File: config.mk
export PLATFORM = sky130hd
export DESIGN_NAME = player_action_ctrl
export DESIGN_NICKNAME = d
export VERILOG_FILES = /design/src/rtl/game_pkg.sv /design/src/rtl/player_action_fsm.sv /design/src/rtl/player_action_ctrl.sv
export SDC_FILE = /design/constraint.sdc
export NUM_CORES = 1
export LEC_CHECK = 0
export CELL_PAD_IN_SITES_DETAIL_PLACEMENT = 1
export CELL_PAD_IN_SITES_GLOBAL_PLACEMENT = 2
export CORE_ASPECT_RATIO = 1.75
export CORE_MARGIN = 2
export CORE_UTILIZATION = 41
export DETAILED_ROUTE_END_ITERATION = 10
export DONT_BUFFER_PORTS = 1
export GPL_TIMING_DRIVEN = 0
export PLACE_DENSITY_LB_ADDON = 0.1
export SLEW_MARGIN = 25
export SYNTH_ARGS = -nofsm -noshare
export SYNTH_HDL_FRONTEND = slang
export SYNTH_HIERARCHICAL = 1
export SYNTH_SLANG_ARGS = --single-unit
File: constraint.sdc
create_clock -name clk_50MHz -period 5.53 [get_ports clk_50MHz]
set_input_delay 1.106 -clock clk_50MHz [delete_from_list [all_inputs] [get_ports clk_50MHz]]
set_output_delay 1.106 -clock clk_50MHz [all_outputs]
set_load 0.05 [all_outputs]
File: src/rtl/game_pkg.sv
// Shared state codes, frame-counter width and timing defaults for the player action logic.
package game_pkg;

  localparam int FRAME_W        = 5;
  localparam int ATK_FRAMES_DEF = 6;
  localparam int DIR_FRAMES_DEF = 10;
  localparam int REC_FRAMES_DEF = 4;

  typedef enum logic [2:0] {
    ST_IDLE       = 3'd0,
    ST_BACKWARD   = 3'd1,
    ST_FORWARD    = 3'd2,
    ST_ATTACK     = 3'd3,
    ST_DIR_ATTACK = 3'd4,
    ST_RECOVERY   = 3'd5
  } state_e;

  // Choice made from any free-moving state: dir attack beats attack beats movement.
  function automatic state_e select_next(input logic dir_press, input logic atk_press,
                                         input logic fwd, input logic bwd);
    if (dir_press)       return ST_DIR_ATTACK;
    else if (atk_press)  return ST_ATTACK;
    else if (fwd && !bwd) return ST_FORWARD;
    else if (bwd && !fwd) return ST_BACKWARD;
    else                 return ST_IDLE;
  endfunction

  function automatic logic [FRAME_W-1:0] frame_inc(input logic [FRAME_W-1:0] f);
    return (&f) ? f : f + FRAME_W'(1);
  endfunction

endpackage

File: src/rtl/player_action_fsm.sv
// One player channel: press edge latches, action state machine, frame counter and position.
module player_action_fsm
  import game_pkg::*;
#(
  parameter int ATK_FRAMES = ATK_FRAMES_DEF,
  parameter int DIR_FRAMES = DIR_FRAMES_DEF,
  parameter int REC_FRAMES = REC_FRAMES_DEF,
  parameter int POS_W      = 10,
  parameter int POS_MIN    = 0,
  parameter int POS_MAX    = 560,
  parameter int STEP       = 2,
  parameter int POS_INIT   = 100
) (
  input  logic               clk_50MHz,
  input  logic               reset,
  input  logic               tick,
  input  logic               game_over,
  input  logic               i_forward,
  input  logic               i_backward,
  input  logic               i_attack,
  input  logic               i_dir_attack,
  output logic [2:0]         o_state,
  output logic [POS_W-1:0]   o_pos,
  output logic               o_hit,
  output logic [FRAME_W-1:0] o_frame
);

  localparam logic [POS_W:0]       LIM_HI   = (POS_W+1)'(POS_MAX);
  localparam logic [POS_W:0]       LIM_LO   = (POS_W+1)'(POS_MIN + STEP);
  localparam logic [FRAME_W-1:0]   ATK_LAST = FRAME_W'(ATK_FRAMES - 1);
  localparam logic [FRAME_W-1:0]   DIR_LAST = FRAME_W'(DIR_FRAMES - 1);
  localparam logic [FRAME_W-1:0]   REC_LAST = FRAME_W'(REC_FRAMES - 1);

  state_e             state_q, state_d;
  logic [POS_W-1:0]   pos_q, pos_d;
  logic [FRAME_W-1:0] frame_q, frame_d;
  logic               hit_q, hit_d;
  logic               atk_prev_q, dir_prev_q;
  logic               atk_lat_q, atk_lat_d, dir_lat_q, dir_lat_d;
  logic               atk_press, dir_press;
  logic [POS_W:0]     pos_up;

  always_comb begin
    // A press arriving in the tick cycle itself still counts for that tick.
    atk_press = atk_lat_q | (i_attack & ~atk_prev_q);
    dir_press = dir_lat_q | (i_dir_attack & ~dir_prev_q);
    atk_lat_d = tick ? 1'b0 : atk_press;
    dir_lat_d = tick ? 1'b0 : dir_press;
    pos_up    = {1'b0, pos_q} + (POS_W+1)'(STEP);
    state_d   = state_q;
    pos_d     = pos_q;
    frame_d   = frame_q;
    hit_d     = hit_q;
    if (tick) begin
      if (game_over) begin
        state_d = ST_IDLE;
      end else begin
        case (state_q)
          ST_IDLE, ST_BACKWARD, ST_FORWARD:
            state_d = select_next(dir_press, atk_press, i_forward, i_backward);
          ST_ATTACK:
            if (frame_q >= ATK_LAST) state_d = ST_RECOVERY;
          ST_DIR_ATTACK:
            if (frame_q >= DIR_LAST) state_d = ST_RECOVERY;
          ST_RECOVERY:
            if (frame_q >= REC_LAST) state_d = select_next(1'b0, 1'b0, i_forward, i_backward);
          default:
            state_d = ST_IDLE;
        endcase
      end
      frame_d = (state_d != state_q) ? '0 : frame_inc(frame_q);
      // Movement applies on every tick that lands in (or stays in) a moving state.
      if (state_d == ST_FORWARD) begin
        pos_d = (pos_up > LIM_HI) ? POS_W'(POS_MAX) : pos_up[POS_W-1:0];
      end else if (state_d == ST_BACKWARD) begin
        pos_d = ({1'b0, pos_q} < LIM_LO) ? POS_W'(POS_MIN) : pos_q - POS_W'(STEP);
      end
      hit_d = (state_d == ST_ATTACK) || (state_d == ST_DIR_ATTACK);
    end
  end

  always_ff @(posedge clk_50MHz) begin
    if (reset) begin
      state_q    <= ST_IDLE;
      pos_q      <= POS_W'(POS_INIT);
      frame_q    <= '0;
      hit_q      <= 1'b0;
      atk_prev_q <= 1'b0;
      dir_prev_q <= 1'b0;
      atk_lat_q  <= 1'b0;
      dir_lat_q  <= 1'b0;
    end else begin
      state_q    <= state_d;
      pos_q      <= pos_d;
      frame_q    <= frame_d;
      hit_q      <= hit_d;
      atk_prev_q <= i_attack;
      dir_prev_q <= i_dir_attack;
      atk_lat_q  <= atk_lat_d;
      dir_lat_q  <= dir_lat_d;
    end
  end

  assign o_state = state_q;
  assign o_pos   = pos_q;
  assign o_hit   = hit_q;
  assign o_frame = frame_q;

endmodule

File: src/rtl/player_action_ctrl.sv
// Game-tick generator plus NUM_PLAYERS independent player action channels.
module player_action_ctrl
  import game_pkg::*;
#(
  parameter int NUM_PLAYERS = 2,
  parameter int TICK_DIV    = 416_667,
  parameter int ATK_FRAMES  = ATK_FRAMES_DEF,
  parameter int DIR_FRAMES  = DIR_FRAMES_DEF,
  parameter int REC_FRAMES  = REC_FRAMES_DEF,
  parameter int POS_W       = 10,
  parameter int POS_MIN     = 0,
  parameter int POS_MAX     = 560,
  parameter int STEP        = 2,
  parameter int POS_INIT0   = 100,
  parameter int POS_INIT1   = 460
) (
  input  logic                         clk_50MHz,
  input  logic                         reset,
  input  logic                         game_over,
  input  logic [NUM_PLAYERS-1:0]       i_forward,
  input  logic [NUM_PLAYERS-1:0]       i_backward,
  input  logic [NUM_PLAYERS-1:0]       i_attack,
  input  logic [NUM_PLAYERS-1:0]       i_dir_attack,
  output logic                         o_tick,
  output logic [3*NUM_PLAYERS-1:0]     o_state,
  output logic [POS_W*NUM_PLAYERS-1:0] o_pos,
  output logic [NUM_PLAYERS-1:0]       o_hit,
  output logic [5*NUM_PLAYERS-1:0]     o_frame
);

  localparam int               CNT_W    = (TICK_DIV > 1) ? $clog2(TICK_DIV) : 1;
  localparam logic [CNT_W-1:0] CNT_LAST = CNT_W'(TICK_DIV - 1);

  logic [CNT_W-1:0] cnt_q, cnt_d;
  logic             tick;

  assign tick = (cnt_q == CNT_LAST);

  always_comb begin
    cnt_d = tick ? '0 : cnt_q + CNT_W'(1);
  end

  always_ff @(posedge clk_50MHz) begin
    if (reset) cnt_q <= '0;
    else       cnt_q <= cnt_d;
  end

  assign o_tick = tick;

  generate
    for (genvar gi = 0; gi < NUM_PLAYERS; gi++) begin : g_player
      localparam int INIT = (gi == 0) ? POS_INIT0 : (gi == 1) ? POS_INIT1 : POS_MIN;
      player_action_fsm #(
        .ATK_FRAMES(ATK_FRAMES),
        .DIR_FRAMES(DIR_FRAMES),
        .REC_FRAMES(REC_FRAMES),
        .POS_W     (POS_W),
        .POS_MIN   (POS_MIN),
        .POS_MAX   (POS_MAX),
        .STEP      (STEP),
        .POS_INIT  (INIT)
      ) u_fsm (
        .clk_50MHz   (clk_50MHz),
        .reset       (reset),
        .tick        (tick),
        .game_over   (game_over),
        .i_forward   (i_forward[gi]),
        .i_backward  (i_backward[gi]),
        .i_attack    (i_attack[gi]),
        .i_dir_attack(i_dir_attack[gi]),
        .o_state     (o_state[3*gi +: 3]),
        .o_pos       (o_pos[POS_W*gi +: POS_W]),
        .o_hit       (o_hit[gi]),
        .o_frame     (o_frame[FRAME_W*gi +: FRAME_W])
      );
    end
  endgenerate

endmodule

Word level (Yosys, flattened, before mapping) --
Cells that the tools add are included.
Word-level totals: logic and storage cells 124, output and inout port bits 39, bits of input ports 11, flip-flop bits (word level) 65
Cells by class: reductions and logical operators 23, add/sub/neg operators 7, eq/ne operators 23, mux-type cells 32, magnitude comparators 10, bitwise logic cells 12
Operators by type and width (count):
- 2-to-1 mux 10 bit | 8
- 2-to-1 mux 3 bit | 16
- equality test 3 x 2 -> 1 bit, second input constant | 8
- case mux 3 bit (4 select lines) | 2
- adder 10 x 2 -> 11 bit, second input constant | 2
- greater-than comparator 11 x 10 -> 1 bit, second input constant | 2
- less-than comparator 10 x 2 -> 1 bit, second input constant | 2
- 2-to-1 mux 5 bit | 4
- subtractor 10 x 2 -> 10 bit, second input constant | 2
- adder 19 x 1 -> 19 bit, second input constant | 1
- equality test 19 bit, second input constant | 1
- equality test 3 bit, second input constant | 6
- equality test 3 x 1 -> 1 bit, second input constant | 4
- adder 5 x 1 -> 5 bit, second input constant | 2
- >= comparator 5 x 2 -> 1 bit, second input constant | 2
- >= comparator 5 x 3 -> 1 bit, second input constant | 2
- >= comparator 5 x 4 -> 1 bit, second input constant | 2
- AND reduction 5 bit | 2
- AND reduction 2 bit | 4
- zero test 3 bit | 2
- inequality test 3 bit | 2
- OR reduction 3 bit | 2
- AND 1 bit | 4
- logical AND 1 bit | 4
- other kinds (8) | 21

Logic depth before layout (Yosys ltp) --
depth after elaboration 12, depth in mapped cells 10, mapped depth without buffers 9

Hierarchy --
Netlist, hierarchy kept.
Modules (own cells, without submodules):
- player_action_fsm at g_player[1].u_fsm | instances 1, cells each 235, area each 1850.5 um^2
- player_action_fsm at g_player[0].u_fsm | instances 1, cells each 238, area each 1805.5 um^2
- player_action_ctrl | instances 1, cells each 101, area each 903.4 um^2

Worst setup path before layout --
OpenSTA, ideal clock, no wires.
path kind register -> register, start point register cnt_q[5], end point register g_player[1].u_fsm.pos_q[7], slack 1621 ps, stages on the path, launching flop included 9, setup time 122 ps, buffers on the path 0, arrival 3787 ps, required time 5408 ps, cell sequence dfxtp_1 nor4_1 nand2_1 nor4_1 nand2_1 a21oi_1 o21ai_2 a221o_1 a221o_1
On the way: word-level cells in the longest chain between the ends 2
Ends and longest elaborated chain:
- start, declared | RTL line player_action_ctrl.sv:34 | logic [CNT_W-1:0] cnt_q, cnt_d;
- start signal, assigned | RTL line player_action_ctrl.sv:45 | else cnt_q <= cnt_d;
- equality test 19 bit | RTL line player_action_ctrl.sv:37 | assign tick = (cnt_q == CNT_LAST);
- via o_tick | RTL line player_action_ctrl.sv:24 | output logic o_tick,
- AND reduction 2 bit (no source line)
- end signal, assigned | RTL line player_action_fsm.sv:85 | pos_q <= POS_W'(POS_INIT);
- end signal, assigned | RTL line player_action_fsm.sv:94 | pos_q <= pos_d;
- end, declared | RTL line player_action_fsm.sv:35 | logic [POS_W-1:0] pos_q, pos_d;
The timed path passes the listed nets, and every way through them passes these cells. A chain may end at the register's enable or synchronous reset.

Final worst setup path --
start point register g_player[0].u_fsm.pos_q[2], end point register g_player[0].u_fsm.pos_q[7]
On the way: word-level cells in the longest chain between the ends 4, elaborated cells on any way between the ends 8, classes of those cells 2 x add/sub; 2 x order compare; 4 x mux
Ends and longest elaborated chain:
- start, declared | RTL line player_action_fsm.sv:35
- start signal, assigned | RTL line player_action_fsm.sv:85
- start signal, assigned | RTL line player_action_fsm.sv:94
- adder 10 x 2 -> 11 bit (tied with other cells) | RTL line player_action_fsm.sv:49 | pos_up = {1'b0, pos_q} + (POS_W+1)'(STEP);
- greater-than comparator 11 x 10 -> 1 bit or 2-to-1 mux 10 bit (tied branches) | RTL line player_action_fsm.sv:74, player_action_fsm.sv:76
- 2-to-1 mux 10 bit, on equally long branches | RTL line player_action_fsm.sv:74, player_action_fsm.sv:75
- 2-to-1 mux 10 bit * | RTL line player_action_fsm.sv:73 | if (state_d == ST_FORWARD) begin
Every way passes the cells marked *; elsewhere a longest branch is shown, timed or not. The select of a mux whose other input is x is not followed.

==> metrics.yaml <==
fin_crit_sh_pct: 65.0
synth_top_area_cell: "dfxtp_1"
grt_pass1_wl_um: 23500
p_per_area_nw_per_um2: 233
die-area_sq_um: 12000
hpwl_um: 10800
syn_to_final_growth_pct: 11.0
drive_above_1_share_pct: 9.29
clk_pin_slew_ns: 0.05
worstPathRequired_ns: 5.80
drtAntennaViolNets: 0
layout_min_cycle_time_ns: 3.59
synth.cell_area_sq_um: 4560
avgSynthCellArea_sq_um: 7.94
relSlewSlack_pct: 43.6
irDropWorstVdd_mv: 0.164
io_pins: 50
wl_per_cell_um: 19.7
start_util_pct: 41.5
skew_ns: 0.00732
viasPerCell: 6.22
cts-resized-gates: 0
synth_area_leaders: "dfxtp_1 (28%), nor2_1 (4.4%), a21oi_1 (3.6%), ha_1 (3.3%), nand2_1 (3.2%)"
die_y_um: 144
hold_viol: 0
grt_start_max_net_pins: 11
syn-num-nets: 597
rsz0062_at_grt: "no"
worst-setup-path-type: "reg2reg"
ys_seq_area_share_pct: 27.7
synth_most_common_cell: "dfxtp_1"
root_buffer: "clkbuf_16"
worstPathCellList: "ha_1 > nand3_1 > a2111oi_0 > o22ai_1 > nor3_1 > o21ai_1 > o311ai_0 > o211a_1"
stdcell_count: 724
overflow: 0
dr.pass1.iters: 4
power_mw: 1.18
maxCapViolCount: 0
cts_htree_levels: 3
antenna_cells: 0
drt_drc_violations_left: 0
wl_um: 14200
hold_class: "reg2reg"
timing.critical_path.buf_inv: 0
leakage_nw: 1.72
fp.dieW_um: 83.7
cp_slowest_cell: "dfxtp_1"
numPlacedInstances: 709
synth_cell_types: 89
clock.fmax_mhz: 278
status: "finished, final reports clean"
crit_arrival_ns: 3.87
slowest_delay_ns: 0.83
drt_iter0_markers: 144
grt_usage_pct: 24.2
critPathTopFamily: "compound AO/OA/AOI/OAI gates"
syn_inst: 574
post_cts_buffers: 0
cp-end-kind: "register"
fp.coreArea_sq_um: 11000
clock_tree.buffer_depth: 2
synth_common_cells: "dfxtp_1 (63), nor2_1 (53), nand2_1 (39)"
async_reset_ff_share_pct: 0
worst_setup_path_start_kind: "register"
synth_warnings: 6
setup-tns-final_ns: 0
cts_buffers: 9
cts_hold_buf: 0
port_buffers: 0
clock_latency_ns: 0.33
synth_top_cell_area_share_pct: 27.7
drv_slew: 0
rows: 51
crit_fanout: 9
cts_tree: "yes"
worstMarginPinSlew_ns: 0.837
clkSinkCount: 63
setup_viol: 0
first_global_vias: 4860
antenna_found_initial: 0
yosys_register_bits: 63
vias: 4506
synth-edff-count: 0
place_congestion: 0.845
ys.flop_type: "dfxtp_1"
final_nets: 611
==> layer usage <==
| layer | wire length, um | up-vias | global-route usage, % |
|---|---|---|---|
| met2 | 8190 | 78 | 49.0 |
| li1 | - | 2164 | - |
| met1 | 5150 | 2237 | 22.8 |
| met3 | 535 | 27 | 5.40 |
| met4 | 362 | 0 | 10.4 |
| met5 | 0 | - | 0 |
==> power by group <==
group | internal, mW | leakage [nW] | switching (mW) | total [mW]
Combinational | 0.0375 | 1.06 | 0.0690 | 0.106
Sequential | 0.461 | 0.511 | 0.00909 | 0.470
Clock | 0.403 | 0.155 | 0.200 | 0.602
==> state kept, by name (all words and copies together) (netlist names) <==
register,cells
cnt_q,19
g_player.u_fsm/atk_lat_q,2
g_player.u_fsm/atk_prev_q,2
g_player.u_fsm/dir_lat_q,2
g_player.u_fsm/dir_prev_q,2
g_player.u_fsm/o_frame,10
g_player.u_fsm/o_hit,2
g_player.u_fsm/o_pos,18
g_player.u_fsm/o_state,6
==> kinds of logic (layout without fill, tap and decap cells) <==
group,after synthesis,after routing,synth area share (%)
AOI/OAI and AO/OA,151,151,24.6
xor gates and xnor gates,18,18,3.46
adders and majority gates,12,12,3.29
buffers and inverters,58,76,5.85
DFF,63,63,27.7
muxes,12,12,2.69
other,2,2,0.165
and+or+nand+nor,258,258,32.3
==> area by class of cell <==
cell class              count  area, sq um
plain buffers              34          176
clock buffers              11          243
clock inverters             4         70.1
fillers                  1388         5920
inverters                  24         90.1
multi-input cells         453         3040
flip-flops and latches     63         1260
well taps                 132          165
repair buffers              3         16.3
==> worst register-to-register path, delay by kind of cell, from the launching register on <==
kind	cells	cell delay, ns
flip-flops	1	0.83
AND/OR/NAND/NOR	2	0.76
adder cells (fa/ha/maj)	1	0.45
AO/OA/AOI/OAI	5	1.51
==> cells in the final DEF (no fill, tap or decap), types with 14 or more instances in the layout <==
cell type and n:
a21oi_1 33, clkbuf_1 22, dfxtp_1 63, inv_1 24, nand2_1 39, nand2b_1 17
nand3_1 25, nand4_1 14, nor2_1 53, nor3_1 16, o21ai_0 20
==> path summary, 6_finish.rpt <==
kind	start	to	slack [ns]	cells after the start
worst min register to register	cnt_q[0]	cnt_q[0]	0.46	1
worst max-delay path	g_player[0].u_fsm/o_pos[2]	g_player[0].u_fsm/o_pos[7]	1.94	8
worst min-delay path	cnt_q[0]	cnt_q[0]	0.46	1
worst max register to register	g_player[0].u_fsm/o_pos[2]	g_player[0].u_fsm/o_pos[7]	1.94	8
==> metrics by stage <==
step | hold slack, ns | util (%) | setup WS [ns] | cell area (sq um)
after global routing | 0.502 | 46.1 | 1.71 | 5060
after floorplan | 0.430 | - | 1.62 | 4560
after detailed placement | 0.458 | 43.3 | 2.01 | 4750
final | 0.459 | 46.1 | 1.94 | 5060
after global placement | 0.444 | 43.0 | 0.363 | 4720
after CTS | 0.470 | 46.1 | 1.99 | 5060
(Power assumes the default switching activity.)
